==> src/rtl/otbn_pq_pkg.sv <==
// rtl/otbn_pq_pkg.sv - shared PQ constants, NTT mode enum and command payload type
//
// Purpose: op codes issued by the NTT sequencer, the transform direction enum
// and the packed butterfly command bundle handed to the PQ issue stage.
// Ports: none (package).
package otbn_pq_pkg;

  localparam int NttMaxLogN = 8;
  localparam int NttWdrAw   = 5;

  localparam logic [7:0] PQ_OP_CT_BF = 8'h30;
  localparam logic [7:0] PQ_OP_GS_BF = 8'h92;
  localparam logic [7:0] PQ_OP_SCALE = 8'h09;

  typedef enum logic {
    NttCt = 1'b0,
    NttGs = 1'b1
  } ntt_mode_e;

  typedef struct packed {
    logic [7:0]            op;
    logic [NttWdrAw-1:0]   wdr_a;
    logic [2:0]            wsel_a;
    logic [NttWdrAw-1:0]   wdr_b;
    logic [2:0]            wsel_b;
    logic [NttMaxLogN-1:0] tw_idx;
    logic                  last;
  } ntt_cmd_t;

endpackage

==> src/rtl/otbn_pq_ntt_addr_gen.sv <==
// rtl/otbn_pq_ntt_addr_gen.sv - coefficient index to (WDR, word select) mapper
//
// Purpose: coefficients are packed 8 per 256-bit WDR starting at base_i, so
// the low 3 index bits pick the 32-bit word and the rest offset the WDR.
// Ports:
//   coef_i  in   coefficient index (< N)
//   base_i  in   WDR holding coefficient 0
//   wdr_o   out  WDR index holding the coefficient
//   wsel_o  out  32-bit word select inside that WDR
module otbn_pq_ntt_addr_gen #(
  parameter int MAX_LOG_N = 8,
  parameter int WDR_AW    = 5
) (
  input  logic [MAX_LOG_N-1:0] coef_i,
  input  logic [WDR_AW-1:0]    base_i,
  output logic [WDR_AW-1:0]    wdr_o,
  output logic [2:0]           wsel_o
);

  logic [MAX_LOG_N-1:0] word_idx;

  assign word_idx = coef_i >> 3;
  assign wdr_o    = base_i + WDR_AW'(word_idx);
  assign wsel_o   = coef_i[2:0];

endmodule

==> src/rtl/otbn_pq_ntt_seq.sv <==
// rtl/otbn_pq_ntt_seq.sv - forward CT / inverse GS NTT butterfly command sequencer
//
// Purpose: walks every butterfly of an N = 2^log_n point NTT and emits one
// registered command per valid/ready handshake. Optional build macro
// OTBN_PQ_NTT_SCALE_EN appends an N-command SCALE pass to inverse transforms.
// Ports:
//   clk_i, rst_i                    clock, asynchronous active-high reset
//   start_i, mode_i, log_n_i,       launch request and transform config
//   base_wdr_i, abort_i             (config sampled only when idle), abort
//   busy_o, done_o, err_o           status: running, completion pulse, bad start
//   cmd_valid_o, cmd_ready_i        command handshake
//   cmd_op_o, cmd_wdr_a_o,          butterfly payload (op, operand locations,
//   cmd_wsel_a_o, cmd_wdr_b_o,      twiddle index, final-command marker)
//   cmd_wsel_b_o, cmd_tw_idx_o,
//   cmd_last_o
module otbn_pq_ntt_seq
  import otbn_pq_pkg::*;
#(
  parameter int MAX_LOG_N = NttMaxLogN,
  parameter int WDR_AW    = NttWdrAw
) (
  input  logic                 clk_i,
  input  logic                 rst_i,
  input  logic                 start_i,
  input  logic                 mode_i,
  input  logic [3:0]           log_n_i,
  input  logic [WDR_AW-1:0]    base_wdr_i,
  input  logic                 abort_i,
  output logic                 busy_o,
  output logic                 done_o,
  output logic                 err_o,
  output logic                 cmd_valid_o,
  input  logic                 cmd_ready_i,
  output logic [7:0]           cmd_op_o,
  output logic [WDR_AW-1:0]    cmd_wdr_a_o,
  output logic [2:0]           cmd_wsel_a_o,
  output logic [WDR_AW-1:0]    cmd_wdr_b_o,
  output logic [2:0]           cmd_wsel_b_o,
  output logic [MAX_LOG_N-1:0] cmd_tw_idx_o,
  output logic                 cmd_last_o
);

  localparam int CW = MAX_LOG_N + 1;
  localparam int EW = CW + 1;
  typedef logic [CW-1:0] cnt_t;
  localparam cnt_t One = cnt_t'(1);

  localparam logic [1:0] StIdle = 2'd0;
  localparam logic [1:0] StRun  = 2'd1;
  localparam logic [1:0] StDone = 2'd2;
`ifdef OTBN_PQ_NTT_SCALE_EN
  localparam logic [1:0] StScale = 2'd3;
  localparam bit ScaleEn = 1'b1;
`else
  localparam bit ScaleEn = 1'b0;
`endif

  logic [1:0]        state_q, state_d;
  ntt_mode_e         mode_q, mode_d;
  cnt_t              n_q, n_d, len_q, len_d, grp_q, grp_d, off_q, off_d, k_q, k_d;
  logic [WDR_AW-1:0] base_q, base_d;
  ntt_cmd_t          cmd_q, cmd_d, cmd_new;
  logic              valid_q, valid_d, err_q, err_d;

  // Start configuration check.
  cnt_t        n_start;
  logic [EW-1:0] wdr_end;
  logic        cfg_ok;
  assign n_start = One << log_n_i;
  assign wdr_end = EW'(base_wdr_i) + EW'(n_start >> 3);
  assign cfg_ok  = (log_n_i >= 4'd3) && (log_n_i <= 4'(MAX_LOG_N)) &&
                   (wdr_end <= EW'(1 << WDR_AW));

  logic in_scale;
`ifdef OTBN_PQ_NTT_SCALE_EN
  assign in_scale = (state_q == StScale);
`else
  assign in_scale = 1'b0;
`endif

  // Counters for the command after the one currently presented.
  // SCALE reuses off as the coefficient counter with len = grp = 0 so both
  // operand addresses collapse onto the same coefficient.
  cnt_t adv_len, adv_grp, adv_off, adv_k, grp_next, k_step;
  logic adv_scale;
  always_comb begin
    adv_len   = len_q;
    adv_grp   = grp_q;
    adv_off   = off_q + One;
    adv_k     = k_q;
    adv_scale = 1'b0;
    grp_next  = grp_q + (len_q << 1);
    k_step    = (mode_q == NttGs) ? k_q - One : k_q + One;
    if (in_scale) begin
      adv_scale = 1'b1;
    end else if (adv_off >= len_q) begin
      adv_off = '0;
      adv_k   = k_step;
      if (grp_next < n_q) begin
        adv_grp = grp_next;
      end else begin
        adv_grp = '0;
        adv_len = (mode_q == NttGs) ? (len_q << 1) : (len_q >> 1);
        if (ScaleEn && mode_q == NttGs && len_q == (n_q >> 1)) begin
          adv_scale = 1'b1;
          adv_len   = '0;
          adv_k     = '0;
        end
      end
    end
  end

  // Counters that the next registered command is built from: initial values
  // when launching from IDLE, otherwise the advanced values.
  ntt_mode_e         sel_mode;
  cnt_t              sel_n, sel_len, sel_grp, sel_off, sel_k;
  logic [WDR_AW-1:0] sel_base;
  logic              sel_scale;
  always_comb begin
    if (state_q == StIdle) begin
      sel_mode  = ntt_mode_e'(mode_i);
      sel_n     = n_start;
      sel_base  = base_wdr_i;
      sel_len   = mode_i ? One : (n_start >> 1);
      sel_k     = mode_i ? (n_start - One) : One;
      sel_grp   = '0;
      sel_off   = '0;
      sel_scale = 1'b0;
    end else begin
      sel_mode  = mode_q;
      sel_n     = n_q;
      sel_base  = base_q;
      sel_len   = adv_len;
      sel_k     = adv_k;
      sel_grp   = adv_grp;
      sel_off   = adv_off;
      sel_scale = adv_scale;
    end
  end

  // Final butterfly: last pair of the last group of the last layer.
  logic bf_last, sel_last;
  assign bf_last  = (sel_off + One == sel_len) && (sel_grp + (sel_len << 1) == sel_n) &&
                    ((sel_mode == NttGs) ? (sel_len == (sel_n >> 1)) : (sel_len == One));
  assign sel_last = sel_scale ? (sel_off == sel_n - One)
                              : (bf_last && !(ScaleEn && sel_mode == NttGs));

  logic [MAX_LOG_N-1:0] coef_a, coef_b;
  logic [WDR_AW-1:0]    wdr_a, wdr_b;
  logic [2:0]           wsel_a, wsel_b;
  assign coef_a = MAX_LOG_N'(sel_grp + sel_off);
  assign coef_b = MAX_LOG_N'(sel_grp + sel_off + sel_len);

  otbn_pq_ntt_addr_gen #(.MAX_LOG_N(MAX_LOG_N), .WDR_AW(WDR_AW)) u_addr_a (
    .coef_i(coef_a), .base_i(sel_base), .wdr_o(wdr_a), .wsel_o(wsel_a)
  );
  otbn_pq_ntt_addr_gen #(.MAX_LOG_N(MAX_LOG_N), .WDR_AW(WDR_AW)) u_addr_b (
    .coef_i(coef_b), .base_i(sel_base), .wdr_o(wdr_b), .wsel_o(wsel_b)
  );

  always_comb begin
    cmd_new.op     = sel_scale ? PQ_OP_SCALE :
                     ((sel_mode == NttGs) ? PQ_OP_GS_BF : PQ_OP_CT_BF);
    cmd_new.wdr_a  = wdr_a;
    cmd_new.wsel_a = wsel_a;
    cmd_new.wdr_b  = wdr_b;
    cmd_new.wsel_b = wsel_b;
    cmd_new.tw_idx = MAX_LOG_N'(sel_k);
    cmd_new.last   = sel_last;
  end

  logic load;
  always_comb begin
    state_d = state_q;
    mode_d  = mode_q;
    n_d     = n_q;
    base_d  = base_q;
    len_d   = len_q;
    grp_d   = grp_q;
    off_d   = off_q;
    k_d     = k_q;
    cmd_d   = cmd_q;
    valid_d = valid_q;
    err_d   = 1'b0;
    load    = 1'b0;
    if (abort_i) begin
      state_d = StIdle;
      valid_d = 1'b0;
      cmd_d   = '0;
    end else begin
      case (state_q)
        StIdle: begin
          if (start_i) begin
            if (cfg_ok) load = 1'b1;
            else        err_d = 1'b1;
          end
        end
        StDone: state_d = StIdle;
        default: begin
          if (valid_q && cmd_ready_i) begin
            if (cmd_q.last) begin
              state_d = StDone;
              valid_d = 1'b0;
              cmd_d   = '0;
            end else begin
              load = 1'b1;
            end
          end
        end
      endcase
    end
    if (load) begin
      state_d = StRun;
`ifdef OTBN_PQ_NTT_SCALE_EN
      if (sel_scale) state_d = StScale;
`endif
      mode_d  = sel_mode;
      n_d     = sel_n;
      base_d  = sel_base;
      len_d   = sel_len;
      grp_d   = sel_grp;
      off_d   = sel_off;
      k_d     = sel_k;
      valid_d = 1'b1;
      cmd_d   = cmd_new;
    end
  end

  always_ff @(posedge clk_i or posedge rst_i) begin
    if (rst_i) begin
      state_q <= StIdle;
      mode_q  <= NttCt;
      n_q     <= '0;
      base_q  <= '0;
      len_q   <= '0;
      grp_q   <= '0;
      off_q   <= '0;
      k_q     <= '0;
      cmd_q   <= '0;
      valid_q <= 1'b0;
      err_q   <= 1'b0;
    end else begin
      state_q <= state_d;
      mode_q  <= mode_d;
      n_q     <= n_d;
      base_q  <= base_d;
      len_q   <= len_d;
      grp_q   <= grp_d;
      off_q   <= off_d;
      k_q     <= k_d;
      cmd_q   <= cmd_d;
      valid_q <= valid_d;
      err_q   <= err_d;
    end
  end

  assign busy_o       = (state_q != StIdle);
  assign done_o       = (state_q == StDone);
  assign err_o        = err_q;
  assign cmd_valid_o  = valid_q;
  assign cmd_op_o     = cmd_q.op;
  assign cmd_wdr_a_o  = cmd_q.wdr_a;
  assign cmd_wsel_a_o = cmd_q.wsel_a;
  assign cmd_wdr_b_o  = cmd_q.wdr_b;
  assign cmd_wsel_b_o = cmd_q.wsel_b;
  assign cmd_tw_idx_o = cmd_q.tw_idx;
  assign cmd_last_o   = cmd_q.last;

endmodule

==> config.mk <==
export PLATFORM = sky130hd
export DESIGN_NAME = otbn_pq_ntt_seq
export DESIGN_NICKNAME = d
export VERILOG_FILES = /design/src/rtl/otbn_pq_pkg.sv /design/src/rtl/otbn_pq_ntt_addr_gen.sv /design/src/rtl/otbn_pq_ntt_seq.sv
export SDC_FILE = /design/constraint.sdc
export NUM_CORES = 1
export LEC_CHECK = 0
export CORE_ASPECT_RATIO = 0.5
export CORE_MARGIN = 2
export CORE_UTILIZATION = 30
export DETAILED_ROUTE_END_ITERATION = 8
export GPL_TIMING_DRIVEN = 0
export PLACE_DENSITY = 0.51
export SYNTH_ARGS = -nofsm -noshare
export SYNTH_HDL_FRONTEND = slang
export SYNTH_SLANG_ARGS = --single-unit
export TNS_END_PERCENT = 5
==> constraint.sdc <==
create_clock -name clk_i -period 14.3 [get_ports clk_i]
set_input_delay 2.86 -clock clk_i [delete_from_list [all_inputs] [get_ports clk_i]]
set_output_delay 2.86 -clock clk_i [all_outputs]
set_load 0.05 [all_outputs]
After elaboration in Yosys (flattened, before gate mapping)
Cells that the tools add are included.

$add $sub $neg: 12. Multipliers: 0. Divide/modulo/power cells: 0. Magnitude comparators: 5. Equal/unequal tests: 7. Shifts and indexed selects: 1. Mux-type cells: 44. Bitwise gates (word level): 0. Reduce and logical (&&, ||, !) cells: 17.

Operators by type and width (count): $mux 33 (5); $mux 9 (14); $add 9x1->9 const B (3); $add 9x9->9 (2); $eq 9x9->1 (2); $sub 9x1->9 const B (2); $add 8x8->8 (2); $mux 1 (16); $mux 8 (2); $add 5x5->5 (2); $eq 9x1->1 const B (1); $eq 9x8->1 (1); $ge 9x9->1 (1); $lt 9x9->1 (1); $shl 1x4->9 const A (1); $mux 2 (4); $reduce_bool 4->1 (2); $add 5x6->7 (1); $le 7x6->1 const B (1); $reduce_and 3->1 (2); $reduce_bool 3->1 (2); $logic_and 1x1->1 (5); $mux 5 (1); $ge 4x2->1 const B (1); other kinds (10) (12).

Register bits after elaboration: 88. Latch bits: 0. RAM bits: 0. ROM bits: 0. Input bits: 15. Output and inout port bits: 37. Logic and storage cells: 104. Memories: 0.

Depth between registers and ports, before layout
Word-level depth: 10. Gate-level depth with buffers: 31. Depth with buffers taken out: 31.

Modules after synthesis
A second synthesis with hierarchy kept.

Cell total of the unflattened synthesis: 896. Area total of the unflattened synthesis: 7382.1 um^2.

Modules (own cells, without submodules): otbn_pq_ntt_seq (times used 1, cells each 852, area an instance 7019.2 um^2, seq. area each 2026.9 um^2); otbn_pq_ntt_addr_gen (times used 2, cells each 22, area an instance 181.4 um^2, seq. area each 0.0 um^2).

Worst setup path after synthesis
No wires, ideal clock.

Kind: input to register. From: input port log_n_i[3]. To: register cmd_q, in the netlist cmd_last_o. Setup time: 0.092 ns. Arrival time: 6.248 ns. Data required time: 14.208 ns. Setup slack: 7.960 ns. Cell stages on the path: 18. Buffers on the path: 2. Cells stage by stage: buf_6 > buf_2 > nand3b_1 > and2_1 > a211o_1 > inv_1 > ha_1 > inv_1 > fa_1 > inv_1 > a21o_1 > a21oi_1 > xnor2_1 > or4_1 > or4_1 > a2111oi_2 > o2111ai_1 > o31ai_2.

Elaborated cells between the ends (all ways): 26. Those cells by class: add/sub (2); order compare (3); eq/ne (5); shift (1); mux (9); reduce/logical (6).

RTL lines: from (decl) (RTL line otbn_pq_ntt_seq.sv:26) `input logic [3:0] log_n_i,`; $shl 1x4->9 (*) (RTL line otbn_pq_ntt_seq.sv:69) `assign n_start = One << log_n_i;`; $mux 8 (*) (RTL line otbn_pq_ntt_seq.sv:124) `sel_len = mode_i ? One : (n_start >> 1);`; $mux 9 (*) (RTL line otbn_pq_ntt_seq.sv:120) `if (state_q == StIdle) begin`; net sel_len[0] (RTL line otbn_pq_ntt_seq.sv:116) `cnt_t sel_n, sel_len, sel_grp, sel_off, sel_k;`; $add 9x9->9 (RTL line otbn_pq_ntt_seq.sv:143) `assign bf_last = (sel_off + One == sel_len) && (sel_grp + (sel_len << 1) == sel_n) &&`; $eq 9x9->1 (RTL line otbn_pq_ntt_seq.sv:143); $logic_and 1x1->1 (RTL line otbn_pq_ntt_seq.sv:143); $logic_and 1x1->1 (*) (RTL line otbn_pq_ntt_seq.sv:143); $mux 33 (*) (RTL line otbn_pq_ntt_seq.sv:212) `if (load) begin`; to (signal assigned) (RTL line otbn_pq_ntt_seq.sv:251) `cmd_q <= cmd_d;`; to (decl) (RTL line otbn_pq_ntt_seq.sv:62) `ntt_cmd_t cmd_q, cmd_d, cmd_new;`.

Mark *: on every way through the listed nets, which the timed path passes. The rest lies on a longest branch. A chain may end at the register's enable or synchronous reset.

Worst setup path in the final report
From: register off_q[1]. To: register cmd_q, in the netlist cmd_wdr_b_o[4].

Word-level cells in the longest chain between the ends: 8. Elaborated cells between the ends (all ways): 12. Those cells by class: add/sub (4); order compare (1); mux (7).

RTL lines: from (decl) (RTL line otbn_pq_ntt_seq.sv:60) `cnt_t n_q, n_d, len_q, len_d, grp_q, grp_d, off_q, off_d, k_q, k_d;`; from (signal assigned) (RTL line otbn_pq_ntt_seq.sv:237) `off_q <= '0;`; from (signal assigned) (RTL line otbn_pq_ntt_seq.sv:249) `off_q <= off_d;`; $add 9x1->9 (*) (RTL line otbn_pq_ntt_seq.sv:89) `adv_off = off_q + One;`; $ge 9x9->1 (RTL line otbn_pq_ntt_seq.sv:96) `end else if (adv_off >= len_q) begin`; $mux 9 (RTL line otbn_pq_ntt_seq.sv:96); $mux 9 (RTL line otbn_pq_ntt_seq.sv:120); $add 8x8->8 (RTL line otbn_pq_ntt_seq.sv:152) `assign coef_b = MAX_LOG_N'(sel_grp + sel_off + sel_len);`; $add 8x8->8 (*) (RTL line otbn_pq_ntt_seq.sv:152); $add 5x5->5 (*) (RTL line otbn_pq_ntt_addr_gen.sv:23) `assign wdr_o = base_i + WDR_AW'(word_idx);`; $mux 33 (*) (RTL line otbn_pq_ntt_seq.sv:212).

Every way passes the cells marked *; elsewhere a longest branch is shown, timed or not.

==> metrics <==
leakage=3.85 nW; cell at the root of the clock tree=sky130_fd_sc_hd__clkbuf_16; total power consumption of the routed design=1.02 mW; number of clock sinks=81; setup slack after placement=6.34 ns; worst-case setup margin in the final layout=6.31 ns; most frequent cells in the layout=114 x sky130_fd_sc_hd__nand2_1, 81 x sky130_fd_sc_hd__dfrtp_1, 71 x sky130_fd_sc_hd__a21oi_1, 67 x sky130_fd_sc_hd__ha_1, 61 x sky130_fd_sc_hd__nor2_1; post-synthesis instance area=0.00714 mm²; EDFF count, synth=0; CTS tree=built; xor-xnor portion of the synthesized cell area=8.06%; share of the clock period used by the worst path after layout=55.9%; fraction of registers with async set/reset=100%; vias in the first global route=6,432; Detailed Route WL=24,500 µm; clock transition time at the flip-flop clock pins of the worst setup and hold paths=0.06 ns; die footprint=0.0251 mm²; DR vias=6,583; boundary pin count=52; post-synthesis cell type count=77; kind of end point of the critical path=flop; number of CTS-inserted buffers=9; die height=113 µm; Remaining DRCs=0; leading cell type in the layout, fill and taps excluded=sky130_fd_sc_hd__nand2_1; number of antenna violations at the first check in global routing=0; largest fanout of any net on the critical path=10; clk_lat worst skew=0.36 ns; Final Non-Filler Cells=1,231; net total in the final layout=1,009; largest cells by area after synthesis=sky130_fd_sc_hd__dfrtp_1 28%, sky130_fd_sc_hd__ha_1 12%, sky130_fd_sc_hd__nand2_1 6.0%; total grt overflow=0; Die Wd=222 µm; maximum level of the CTS H-tree=3; Initial DRT Pass Iterations=5; combinational family with the most area after synthesis=compound AO/OA/AOI/OAI gates; final design utilization=36.1%; number of synthesized register bits=81; adder-cell share of the synthesized area=14.0%; final weighted congestion in routability-driven placement=0.916; f_max=125 MHz; Cell Rows=39; Required @ worst endpoint=14.51 ns; share of synthesized area spent on multiplexers=3.14%; sequential cell area fraction in the yosys report=28.4%; effective utilization at floorplan=30.9%; CTS max path bufs=2; number of setup buffers added after CTS=0; dominant register cell in the synthesized netlist=sky130_fd_sc_hd__dfrtp_1; Placeable Area=0.0231 mm²; fraction of post-synthesis cell area in the top cell type by area=28.4%; largest net degree at the start of global routing=45; outcome=finished, final reports clean; per-instance average area after synthesis=8.31 µm²; final number of setup-violating endpoints=0; Worst setup SP type=flop; shortest clock period the worst path allows after layout=7.99 ns; worst stage delay on the critical path=1.04 ns; post-synthesis cell count=859; slack of the worst reg-to-reg path=6.31 ns; CTS resizes=0; transition time at the pin with the least slew margin=1.40 ns; fraction of final layout cells sized beyond drive strength 1=6.60%; number of diodes=0; HPWL after detailed placement=19,300 µm; number of violations of the max-capacitance limit=0; max_slew headroom=5.37%; fraction of the mapped netlist area in simple logic gates=16.7%; biggest area consumer among synthesized cells=sky130_fd_sc_hd__dfrtp_1; detailed-route wire length per cell=19.9 µm; total negative slack for setup checks=0 ns; arrival time reported for the critical path endpoint=8.20 ns; Worst Skew=0.00674 ns; Area Growth Syn to Fin=16.6%; # port buffers=45; fraction of the mapped netlist area in compound gates=23.4%; GR Util All Layers=20.1%; total power density per cell area=122 mW/mm²; number of buffers inserted for hold repair after clock tree synthesis=0; Final Hold Fails=0; initial drt markers=637; Slew Limit Fails=0; Antenna Violating Nets Remaining=0; maximum resistive drop on vdd=0.0000629 V; Tightest Hold Check Type=flop to flop; ratio of routed vias to standard cells=5.35; placed cells=1,215; number of warnings reported in the yosys synthesis log=0; path type of the worst setup path=flop to flop; first-pass GRT wire length=37,900 µm; cell type of the slowest stage on the worst timing path=sky130_fd_sc_hd__a211oi_1; unrepaired setup endpoints after global routing=no
-- synth_stat cells (all sizes together), types with 4 or more instances --
cell type and instances:
o2111ai 6, nor2b 4, clkbuf 26, a211o 9, nor2 63, xnor2 40
o21bai 10, dfrtp 81, nand3 19, nand2 114, nand2b 7, o21a 5
o22ai 4, a21oi 72, inv 61, nand3b 4, a22oi 4, a21o 22
buf 18, and2 8, mux2i 16, mux2 5, nor3b 4, a31oi 7
o211ai 9, ha 67, nand4 5, or3 5, a211oi 14, a22o 11
xor2 24, o21ai 57, nor3 11, fa 8
-- metrics by stage --
step	hold slack [ns]	area, µm²
detailed placement	0.471	8020
finish	0.479	8320
floorplan	0.459	7150
global route	0.500	8320
global placement	0.458	7990
CTS	0.488	8320
-- worst paths after layout --
path / startpoint / endpoint / cells after the start
worst min register to register: cmd_tw_idx_o[7]$_DFFE_PP0P_ / cmd_tw_idx_o[7]$_DFFE_PP0P_ / 2
max in group asynchronous: rst_i / n_q[2]$_DFFE_PP0P_ / 3
worst max-delay path: off_q[1]$_DFFE_PP0P_ / cmd_wdr_b_o[4]$_DFFE_PP0P_ / 26
min in group asynchronous: rst_i / cmd_wdr_b_o[1]$_DFFE_PP0P_ / 2
worst min-delay path: cmd_tw_idx_o[7]$_DFFE_PP0P_ / cmd_tw_idx_o[7]$_DFFE_PP0P_ / 2
worst max register to register: off_q[1]$_DFFE_PP0P_ / cmd_wdr_b_o[4]$_DFFE_PP0P_ / 26
-- logic make-up after synthesis --
logic type      Yosys count
simple gates            257
compound gates          255
buf+inv                 105
flops                    81
fa+ha+maj                75
xor+xnor                 64
mux                      21
other cells               1
-- final cells by class --
cell class | count | area (µm²)
clock inverter | 3 | 21.3
sequential | 81 | 2030
multi-input combinational | 676 | 4680
fill | 2382 | 14800
tap | 307 | 384
timing repair buffer | 46 | 478
clock buffer | 13 | 280
inverter | 61 | 231
buffer | 44 | 224
-- routing by layer --
layer	vias up	share of wire, %	global-route usage [%]
met2	188	42	29.6
met3	31	6.6	4.83
met5	-	0	0
li1	3152	-	-
met1	3212	49	28.8
met4	0	2.2	6.35
-- flip-flops by register name, summed over array words and instances, names as in the netlist, 2 cells and up --
| signal | cells |
|---|---|
| grp_q | 9 |
| cmd_wsel_b_o | 3 |
| base_q | 5 |
| cmd_wdr_b_o | 5 |
| state_q | 2 |
| off_q | 9 |
| cmd_tw_idx_o | 8 |
| n_q | 9 |
| cmd_wdr_a_o | 5 |
| len_q | 9 |
| k_q | 8 |
| cmd_op_o | 3 |
| cmd_wsel_a_o | 3 |
-- power by group --
part | internal [mW] | total (mW) | leakage, nW | switching (mW)
logic | 0.183 | 0.481 | 2.65 | 0.298
clock network | 0.137 | 0.241 | 0.148 | 0.104
registers | 0.261 | 0.297 | 1.05 | 0.0360
total | 0.582 | 1.02 | 3.85 | 0.438
-- worst max-delay path, delay by kind of cell, from the launching register on --
family | cells | cell delay (ns)
compound gates | 11 | 2.90
fa+ha+maj | 5 | 1.94
xor+xnor | 5 | 1.18
buf+inv | 3 | 0.86
simple gates | 2 | 0.54
flops | 1 | 0.44
Power figures use the tool's default switching activity.
